`src/rtl/clkdvd_ratio_detect.sv`:
```
// Recovers the divide select of a clkdvd stream from its rising-edge spacing.
// ratio/valid/err/period update one cycle after the qualifying rise or timeout.
// No backpressure: div_in is observed every cycle and nothing can stall.
module clkdvd_ratio_detect #(
    parameter int LOCK_COUNT = 2,
    parameter int TIMEOUT    = 64,
    parameter int CNT_W      = 8
) (
    input  logic             clk,
    input  logic             rst,
    input  logic             div_in,
    output logic [1:0]       ratio,
    output logic             valid,
    output logic             err,
    output logic [CNT_W-1:0] period
);

    localparam int MW = (LOCK_COUNT < 2) ? 1 : $clog2(LOCK_COUNT + 1);
    localparam logic [MW-1:0]    LOCK_M = MW'(LOCK_COUNT);
    localparam logic [CNT_W-1:0] TO_V   = CNT_W'(TIMEOUT);
    localparam logic [CNT_W-1:0] P2     = CNT_W'(2);
    localparam logic [CNT_W-1:0] P4     = CNT_W'(4);
    localparam logic [CNT_W-1:0] P8     = CNT_W'(8);
    localparam logic [CNT_W-1:0] P16    = CNT_W'(16);

    typedef enum logic [1:0] {IDLE, ACQ, LOCKED} state_t;

    state_t           state, state_n;
    logic             d_q;
    logic [CNT_W-1:0] pcnt, pcnt_n;
    logic [MW-1:0]    match_cnt, match_n;
    logic [1:0]       cand, cand_n;
    logic             cand_ok, cand_ok_n;
    logic [1:0]       ratio_n;
    logic             valid_n, err_n;
    logic [CNT_W-1:0] period_n;
    logic             rise, timeout, legal;
    logic [1:0]       code;

    assign rise    = div_in & ~d_q;
    assign timeout = (pcnt == TO_V) && !rise;

    always_comb begin
        legal = 1'b1;
        code  = 2'b00;
        case (pcnt)
            P2:      code = 2'b00;
            P4:      code = 2'b01;
            P8:      code = 2'b10;
            P16:     code = 2'b11;
            default: legal = 1'b0;
        endcase
    end

    always_comb begin
        state_n   = state;
        match_n   = match_cnt;
        cand_n    = cand;
        cand_ok_n = cand_ok;
        ratio_n   = ratio;
        valid_n   = valid;
        err_n     = 1'b0;
        period_n  = period;
        if (rise)
            pcnt_n = CNT_W'(1);
        else if (pcnt == TO_V)
            pcnt_n = pcnt;
        else
            pcnt_n = pcnt + 1'b1;

        case (state)
            IDLE: begin
                // First edge only establishes the timing reference.
                if (rise) begin
                    state_n   = ACQ;
                    cand_ok_n = 1'b0;
                    match_n   = '0;
                end
            end
            ACQ: begin
                if (rise) begin
                    period_n = pcnt;
                    if (legal) begin
                        if (cand_ok && code == cand) begin
                            match_n = match_cnt + 1'b1;
                        end else begin
                            cand_n    = code;
                            cand_ok_n = 1'b1;
                            match_n   = MW'(1);
                        end
                        if (match_n == LOCK_M) begin
                            ratio_n = cand_n;
                            valid_n = 1'b1;
                            state_n = LOCKED;
                        end
                    end else begin
                        match_n   = '0;
                        cand_ok_n = 1'b0;
                        err_n     = 1'b1;
                    end
                end else if (timeout) begin
                    valid_n = 1'b0;
                    err_n   = 1'b1;
                    state_n = IDLE;
                end
            end
            LOCKED: begin
                if (rise) begin
                    period_n = pcnt;
                    if (legal) begin
                        if (code != ratio) begin
                            valid_n   = 1'b0;
                            cand_n    = code;
                            cand_ok_n = 1'b1;
                            match_n   = MW'(1);
                            state_n   = ACQ;
                        end
                    end else begin
                        valid_n   = 1'b0;
                        match_n   = '0;
                        cand_ok_n = 1'b0;
                        err_n     = 1'b1;
                        state_n   = ACQ;
                    end
                end else if (timeout) begin
                    valid_n = 1'b0;
                    err_n   = 1'b1;
                    state_n = IDLE;
                end
            end
            default: state_n = IDLE;
        endcase
    end

    always_ff @(posedge clk) begin
        if (rst) begin
            state     <= IDLE;
            d_q       <= 1'b0;
            pcnt      <= '0;
            match_cnt <= '0;
            cand      <= 2'b00;
            cand_ok   <= 1'b0;
            ratio     <= 2'b00;
            valid     <= 1'b0;
            err       <= 1'b0;
            period    <= '0;
        end else begin
            state     <= state_n;
            d_q       <= div_in;
            pcnt      <= pcnt_n;
            match_cnt <= match_n;
            cand      <= cand_n;
            cand_ok   <= cand_ok_n;
            ratio     <= ratio_n;
            valid     <= valid_n;
            err       <= err_n;
            period    <= period_n;
        end
    end

endmodule

```
`config.mk`:
```
export PLATFORM = sky130hd
export DESIGN_NAME = clkdvd_ratio_detect
export DESIGN_NICKNAME = d
export VERILOG_FILES = /design/src/rtl/clkdvd_ratio_detect.sv
export SDC_FILE = /design/constraint.sdc
export NUM_CORES = 1
export LEC_CHECK = 0
export ABC_AREA = 1
export CORE_MARGIN = 3
export CORE_UTILIZATION = 40
export CTS_CLUSTER_SIZE = 24
export DETAILED_ROUTE_END_ITERATION = 16
export PLACE_DENSITY = 0.63
export SETUP_SLACK_MARGIN = 0.15
export SKIP_LAST_GASP = 1
export SLEW_MARGIN = 20
export SYNTH_ARGS = -nofsm -noshare
export SYNTH_HDL_FRONTEND = slang
export SYNTH_SLANG_ARGS = --single-unit
```
`constraint.sdc`:
```
create_clock -name clk -period 1.85 [get_ports clk]
set_clock_uncertainty 0.1 [all_clocks]
set_input_delay 0.4625 -clock clk [delete_from_list [all_inputs] [get_ports clk]]
set_output_delay 0.4625 -clock clk [all_outputs]
set_load 0.03 [all_outputs]
```
==> summary.txt, run 1 <==
Synth Instances -> 240
Synthesized area -> 0.001638 mm2
Net Switching -> 951.2 uW
Vias per cell -> 4.733
Slew margin rel. -> 79.33%
Reg power frac -> 32.4%
Total GRT Usage -> 16.11%
Hold Path Depth -> 2
Async SR Flop Fraction -> 0%
RSZ-0062 raised after global routing -> yes
Worst Path Max Fanout -> 5
Max IR drop VDD -> 0.0006114 V
Setup TNS after final layout -> -0.03385 ns
Maxcap violations -> 0
Failing checks -> negative setup slack
Setup violators final -> 2
Switching Fraction -> 39.85%
Filler instances -> 358
ANT nets after route -> 0
Main flop type after synthesis -> dfxtp_1
CTS max path bufs -> 2
Total internal power -> 1435 uW
WP data arrival -> 1.97 ns
Net count, final -> 292
Layout cells sized above 1 -> 28.83%
DR vias -> 1557
Drt first pass iters -> 4
Slew @ Worst Pin -> 0.3082 ns
Final WL -> 3693 um
Pwr per Cell Area -> 1080 mW/mm2
Width of the die -> 69.99 um
Die ar. -> 0.004899 mm2
RR Startpoint -> pcnt[1]$_SDFFE_PP0P_
Synth Register Bits -> 28
Worst Hold Endpoint -> period[4]$_SDFFE_PP0P_
Fin worst setup slack -> -0.02458 ns
Layout area overhead -> 34.91%
Io pins -> 15
Post-DP HPWL -> 2826 um
Number of global-route vias before repair -> 1415
Critical path endpoint category -> register
CTS clk-pin slew, worst paths -> 0.10 ns
Most frequent cell after synthesis -> nand2_1
Largest net degree at the start of global routing -> 17
Num CTS Buffers -> 3
TritonCTS clock tree -> done
Root Driver -> clkbuf_8
Distinct cells, synth -> 27
H-tree levels -> 1
Placed Area -> 0.002022 mm2
Largest cells by area after synthesis -> dfxtp_1, nand2_1, inv_1, nor2_1, nand3_1
Post-Route Hold Slack -> 0.3634 ns
Comb power frac -> 46.7%
Antenna cell count -> 0
Post-route clock period utilization -> 101.3%
Row count -> 22
R2R Setup Slk -> -0.02 ns
Final instance area -> 0.002210 mm2
Syn nets -> 250
DR WL/cell -> 11.22 um
Initial core utilization -> 43.12%
Largest area contributor in the netlist -> dfxtp_1
R2R cell count -> 14
Final Hold Fails -> 0
Worst Hold Class -> register to register
Global-route wire length before repair -> 6451 um
Critical path class -> register to register
Clock Power Share -> 20.9%
IO buf count -> 14
Mean Syn Cell Area -> 6.824 um2
TritonCTS Sinks -> 28
Period minus WS final -> 1.875 ns
Number of remaining DRC errors -> 0
CTS Hold Buffers Added -> 0
Gr ovfl total -> 0
# placed instances -> 321
Seq/Total Area, Yosys -> 34.22%
Outcome -> finished, violations left
Fmax -> 533.5 MHz
Die height -> 69.99 um
Core footprint -> 0.003799 mm2
Post-synth top cells -> nand2_1, inv_1, nor2_1
Max-slew violations -> 0
DR iter-0 viols -> 70
Hold_sp -> period[4]$_SDFFE_PP0P_
Layout Cells excl Fill -> 329
EDFF count, synth -> 0
RePlAce Congestion -> 0.8709
P_leak -> 0.001019 uW
Initial antenna violation count -> 0
Post-synth top area share -> 34.22%
Crit path from -> pcnt[1]$_SDFFE_PP0P_
Clock Latency Late Sink -> 0.28 ns
Crit path launch type -> register
Critical Path RT -> 1.94 ns
Reg2reg end -> state[1]$_SDFFE_PP0P_
Synth warn -> 0
==> sequential cells by signal, summed over array words and instances, names as in the netlist <==
name	count
period	8
state	2
d_q	1
err	1
cand	2
match_cnt	2
pcnt	8
valid	1
cand_ok	1
ratio	2
==> logic make-up (layout without fill, tap and decap cells) <==
kind of cell    after synthesis  in the layout  share of synthesized area, %
buf+inv                      39             80                         8.937
simple gates                130            130                         38.12
flops                        28             28                         34.22
compound gates               30             30                         10.16
fa+ha+maj                     7              7                         5.347
xor+xnor                      6              6                         3.209
==> repair_timing <==
| item | 4_1_cts | 5_1_grt |
|---|---|---|
| setup endpoints to repair | 22 | 11 |
| setup buffers | 2 | 2 |
| gates resized for setup | 13 | 25 |
| pin swaps | 5 | 23 |
==> final cells by class <==
type                       instances  area (um2)  area share [%]
timing repair buffer              40       320.3           14.50
multi-input combinational        173        1060           47.96
inverter                          36       135.1           6.116
clock inverter                     1       30.03           1.359
tap                               48       60.06           2.718
sequential                        28       563.0           25.48
clock buffer                       3       41.29           1.869
==> placed cells by master, fill, tap and decap left out, types with 4 or more instances in the layout <==
master and n:
nand2_1 40, inv_1 28, nor2_1 27, dfxtp_1 26, buf_4 26, nand3_1 18
a21oi_1 17, nand2_2 13, dlygate4sd2_1 12, inv_2 7, nor2_4 7, nand4_1 7
ha_1 6, nor2_2 5, nand3_2 4
==> critical path, stage by stage (launching register included) <==
cell,delay (ns)
dfxtp_2,0.35
inv_2,0.05
ha_4,0.17
nand2_4,0.07
nor2_4,0.05
nand2_4,0.13
nand2_8,0.09
nor2_4,0.21
nand2_2,0.09
nor2_2,0.13
inv_1,0.08
nand3_2,0.09
nor2_4,0.04
nor2_1,0.09
nor2_1,0.05
==> layer usage <==
layer | up-vias | track usage (%) | wire (um) | part of all wire [%]
met1 | 676 | 24.93 | 2121 | 57
li1 | 850 | - | - | -
met3 | 5 | 2.158 | 104 | 2.8
met5 | - | 0 | 0 | 0
met2 | 26 | 22.35 | 1398 | 38
met4 | 0 | 5.745 | 68 | 1.8
==> power groups by stage <==
| stage | logic (uW) | clock network [uW] | registers, uW |
|---|---|---|---|
| 4_1_cts | 1030 | 512 | 761 |
| 5_1_grt | 1280 | 536 | 786 |
| 2_1_floorplan | 694 | 0 | 809 |
| 3_3_place_gp | 1030 | 0 | 776 |
| 3_5_place_dp | 1030 | 0 | 776 |
| 6_report | 1110 | 498 | 774 |
==> through the flow <==
| stage | total power, uW | utilization (%) | setup slack (ns) |
|---|---|---|---|
| floorplan | 1504 | - | 0.1400 |
| global placement | 1809 | 53.23 | -0.09736 |
| detailed placement | 1807 | 53.23 | -0.09963 |
| CTS | 2305 | 55.17 | 0.03866 |
| global route | 2599 | 58.17 | -0.1392 |
| finish | 2387 | 58.17 | -0.02458 |
==> how the worst max path moves through the flow <==
stage,end
after floorplan,state[0]$_SDFFE_PP0P_
after global placement,state[1]$_SDFFE_PP0P_
after detailed placement,cand[0]$_SDFFE_PP0P_
after CTS,ratio[1]$_SDFFE_PP0P_
after global routing,state[0]$_SDFFE_PP0P_
final,state[1]$_SDFFE_PP0P_
Note: power is estimated with default switching activity, not from simulation.
==> inputs of run 2 (changes only) <==
Settings changed: SETUP_SLACK_MARGIN 0.15 to 0.3.
==> summary.txt, run 2 (synthesized netlist as in run 1, its figures left out) <==
Number of remaining DRC errors -> 0
Slew @ Worst Pin -> 0.3160 ns
Commonest non-fill, non-tap cell in the layout -> nand2_1
Antenna cell count -> 0
Net count, final -> 293
Max-slew violations -> 0
Root Driver -> clkbuf_8
WP data arrival -> 1.91 ns
Final Hold Fails -> 0
Gr ovfl total -> 0
Post-DP HPWL -> 2873 um
Row count -> 22
Pwr per Cell Area -> 1082 mW/mm2
Worst slack at placement -> -0.07731 ns
Maxcap violations -> 0
Largest net degree at the start of global routing -> 17
Global-route wire length before repair -> 6727 um
ANT nets after route -> 0
Busiest grt layer -> met1
Core footprint -> 0.003799 mm2
Final WL -> 3924 um
Critical path endpoint category -> register
TritonCTS clock tree -> done
Initial core utilization -> 43.12%
CTS clk-pin slew, worst paths -> 0.10 ns
Slew margin rel. -> 78.80%
M2 GR Usage -> 23.92%
Tot Pwr -> 2440 uW
Num CTS Buffers -> 3
Layout Cells excl Fill -> 330
M1 GR Usage -> 24.87%
Io pins -> 15
TritonCTS Sinks -> 28
Die ar. -> 0.004899 mm2
DR iter-0 viols -> 104
Drt first pass iters -> 4
Post-route clock period utilization -> 98.63%
Final instance area -> 0.002256 mm2
Worst Hold Class -> register to register
Period minus WS final -> 1.825 ns
Commonest non-fill, non-tap cells in the layout -> nand2_1, inv_1, nor2_1
Layout area overhead -> 37.74%
Die height -> 69.99 um
Crit path launch type -> register
Outcome -> complete, no violations
Clock Latency Late Sink -> 0.28 ns
Worst Path Max Fanout -> 5
Setup violators final -> 0
Placed Area -> 0.002026 mm2
Layout cells sized above 1 -> 35.11%
IO buf count -> 14
Fin worst setup slack -> 0.02540 ns
Max IR drop VDD -> 0.0006295 V
Vias per cell -> 4.927
CTS max path bufs -> 2
Biggest regs -> pcnt (8), period (8)
Fmax -> 548.1 MHz
DR WL/cell -> 11.89 um
Initial antenna violation count -> 0
Width of the die -> 69.99 um
H-tree levels -> 1
Total GRT Usage -> 16.57%
P_leak -> 0.0009837 uW
Number of global-route vias before repair -> 1499
Critical Path RT -> 1.94 ns
Filler instances -> 367
DR vias -> 1626
# placed instances -> 321
Met3 Usage GRT -> 1.871%
Critical path class -> register to register
RePlAce Congestion -> 0.8608
RSZ-0062 raised after global routing -> yes
run 2: final cells by class:
type | instances | area, um2 | share of cell area (%)
sequential | 28 | 564.3 | 25.01
inverter | 36 | 135.1 | 5.990
tap | 48 | 60.06 | 2.662
clock inverter | 1 | 30.03 | 1.331
timing repair buffer | 41 | 340.3 | 15.09
clock buffer | 3 | 41.29 | 1.830
multi-input combinational | 173 | 1085 | 48.09
run 2: final timing paths:
check                                 to  slack [ns]  depth (start not counted)                   start
setup reg to reg   state[1]$_SDFFE_PP0P_        0.03                         14    pcnt[0]$_SDFFE_PP0N_
setup / recovery   state[1]$_SDFFE_PP0P_        0.03                         14    pcnt[0]$_SDFFE_PP0N_
hold reg to reg   period[7]$_SDFFE_PP0P_        0.37                          2  period[7]$_SDFFE_PP0P_
hold / removal    period[7]$_SDFFE_PP0P_        0.37                          2  period[7]$_SDFFE_PP0P_
run 2: critical path: stages (launching register included):
cell and delay (ns):
dfxtp_2 0.35, inv_2 0.05, ha_4 0.16, nand2_4 0.07, nor2_4 0.04, nand2_4 0.14
nand2_8 0.09, nor2_4 0.21, nand2_2 0.11, nor2_4 0.11, inv_2 0.05, nand3_2 0.08
nor2_4 0.04, nor2_1 0.08, nor2_1 0.05
run 2: power by group:
part	internal, uW	total [uW]	switching [uW]
Sequential	701	777	76.5
Clock	290	495	205
Combinational	464	1170	703
run 2: what timing repair did:
item | 4_1_cts | 5_1_grt
endpoints found under the setup margin | 23 | 30
gates resized for setup | 46 | 25
pin swaps | 11 | 3
hold buffers | 0 | 0
hold endpoints to repair | 0 | 0
cloned | 0 | 0
setup buffers | 2 | 3
run 2: stage by stage:
stage	TNS, ns	util [%]	hold slack (ns)
4_1_cts	0	57.81	0.3705
6_report	0	59.39	0.3707
2_1_floorplan	0	-	0.3751
3_3_place_gp	-0.3494	53.33	0.3514
3_5_place_dp	-0.3709	53.33	0.3544
5_1_grt	-0.7173	59.39	0.3883
run 2: layer usage:
layer / vias up / routed length [um]
li1: 851 / -
met1: 734 / 2088
met2: 36 / 1630
met3: 5 / 148
met4: 0 / 57
met5: - / 0
==> inputs of run 3 (changes only) <==
Settings changed: CORE_MARGIN 3 to 10.
==> summary.txt, run 3 (synthesized netlist as in run 1, its figures left out) <==
Outcome -> finished, violations left
Failing checks -> negative setup slack
RSZ-0062 raised after global routing -> yes
Core footprint -> 0.003971 mm2
R2R Setup Slk -> -0.04 ns
Number of remaining DRC errors -> 0
Critical path's slowest cell -> dfxtp_2
DR vias -> 1654
Setup TNS after final layout -> -0.08161 ns
H-tree levels -> 1
Gr ovfl total -> 0
Max IR drop VDD -> 0.0007880 V
TritonCTS clock tree -> done
IO buf count -> 14
Clock Latency Late Sink -> 0.29 ns
Critical path endpoint category -> register
Cell mode on critical path -> nand2_2
Setup violators final -> 5
Vias per cell -> 4.893
Biggest regs -> pcnt (8), period (8)
Global-route wire length before repair -> 6699 um
Hold_sp -> div_in
P_leak -> 0.001027 uW
Post-DP HPWL -> 2925 um
Commonest non-fill, non-tap cells in the layout -> nand2_1, buf_4, inv_1, nor2_1, dfxtp_1
Worst Path Buf+Inv -> 3
Initial antenna violation count -> 0
Maxcap violations -> 0
Layout Cells excl Fill -> 338
Crit path from -> pcnt[0]$_SDFFE_PP0N_
Period minus WS final -> 1.895 ns
ANT nets after route -> 0
Number of global-route vias before repair -> 1474
Fmax -> 527.7 MHz
CTS clk-pin slew, worst paths -> 0.11 ns
DR WL/cell -> 12.45 um
Final Hold Fails -> 0
Placed Area -> 0.002028 mm2
Commonest non-fill, non-tap cell in the layout -> nand2_1
DR iter-0 viols -> 97
Die ar. -> 0.007054 mm2
Max-slew violations -> 0
Initial core utilization -> 41.24%
Pwr per Cell Area -> 1091 mW/mm2
CTS Hold Buffers Added -> 0
Critical path class -> register to register
Num CTS Buffers -> 3
Slowest stage delay, CP -> 0.35 ns
Worst Path Max Fanout -> 4
Layout area overhead -> 44.92%
Fin worst setup slack -> -0.04498 ns
Total GRT Usage -> 11.21%
Post-route clock period utilization -> 102.4%
Final WL -> 4209 um
TritonCTS Sinks -> 28
Cell family with most CP delay -> simple AND/OR/NAND/NOR gates
Root Driver -> clkbuf_8
Width of the die -> 83.99 um
Die height -> 83.99 um
Final instance area -> 0.002374 mm2
Critical-path cell list -> inv_2 -> ha_4 -> nand3_2 -> inv_1 -> nand2_2 -> nand2_2 -> nand2_1 -> nand2_2 -> nand2_2 -> nor2_4 -> buf_4 -> nor2_4 -> o21ai_1 -> a21oi_1
Slew margin rel. -> 78.84%
Worst Hold Class -> primary input to register
Setup crit end -> cand[1]$_SDFFE_PP0P_
Largest net degree at the start of global routing -> 17
Filler instances -> 364
Io pins -> 15
Slew @ Worst Pin -> 0.3154 ns
RR Startpoint -> pcnt[0]$_SDFFE_PP0N_
CTS max path bufs -> 2
Row count -> 23
Critical path depth -> 14
# placed instances -> 323
Critical Path RT -> 1.93 ns
R2R cell count -> 14
WP data arrival -> 1.98 ns
RePlAce Congestion -> 0.8460
Drt first pass iters -> 4
Antenna cell count -> 0
Layout cells sized above 1 -> 35.42%
Crit path launch type -> register
Reg2reg end -> cand[1]$_SDFFE_PP0P_
Net count, final -> 299
run 3: where the power goes:
group	switching (uW)	internal, uW
logic	776	531
registers	72.3	701
clock network	220	291
run 3: worst min path at each step:
stage | to | slack (ns) | cells after the start
after detailed placement | period[3]$_SDFFE_PP0P_ | 0.36 | 2
final | d_q$_SDFF_PP0_ | 0.33 | 3
after floorplan | pcnt[0]$_SDFFE_PP0N_ | 0.38 | 2
after global placement | period[3]$_SDFFE_PP0P_ | 0.36 | 2
after CTS | period[4]$_SDFFE_PP0P_ | 0.38 | 2
after global routing | d_q$_SDFF_PP0_ | 0.35 | 3
run 3: stage by stage:
stage | total power (uW) | hold WS (ns) | util, % | worst slack, ns
6_report | 2590 | 0.3276 | 59.77 | -0.04498
5_1_grt | 2782 | 0.3466 | 59.77 | -0.1693
4_1_cts | 2343 | 0.3782 | 54.35 | 0.04712
3_5_place_dp | 1796 | 0.3572 | 51.07 | -0.1130
3_3_place_gp | 1807 | 0.3577 | 51.07 | -0.1080
2_1_floorplan | 1510 | 0.3751 | - | 0.1400
run 3: routing by layer:
metal / GRT usage, % / wire length, um / vias up
li1: - / - / 863
met1: 14.91 / 2041 / 744
met2: 16.17 / 1886 / 40
met3: 2.344 / 214 / 7
met4: 6.240 / 67 / 0
met5: 0 / 0 / -
run 3: worst reg2reg max path, delay by kind of cell, from the launching register on:
family / cells / cell delay, ns
simple gates: 8 / 0.69
compound gates: 2 / 0.18
fa+ha+maj: 1 / 0.15
flops: 1 / 0.35
buf+inv: 3 / 0.31
run 3: final cells by class:
| cell class | count | area, um2 | area share [%] |
|---|---|---|---|
| tap | 50 | 62.56 | 2.636 |
| inverter | 36 | 135.1 | 5.693 |
| clock buffer | 3 | 41.29 | 1.740 |
| clock inverter | 1 | 30.03 | 1.265 |
| sequential | 28 | 564.3 | 23.77 |
| multi-input combinational | 173 | 1117 | 47.07 |
| timing repair buffer | 47 | 422.9 | 17.82 |
run 3: what timing repair did:
| item | 4_1_cts | 5_1_grt |
|---|---|---|
| hold endpoints to repair | 0 | 0 |
| pin swaps | 9 | 18 |
| gates cloned | 0 | 1 |
| resized for setup | 41 | 34 |
| setup endpoints to repair | 31 | 28 |
| setup buffers | 1 | 9 |
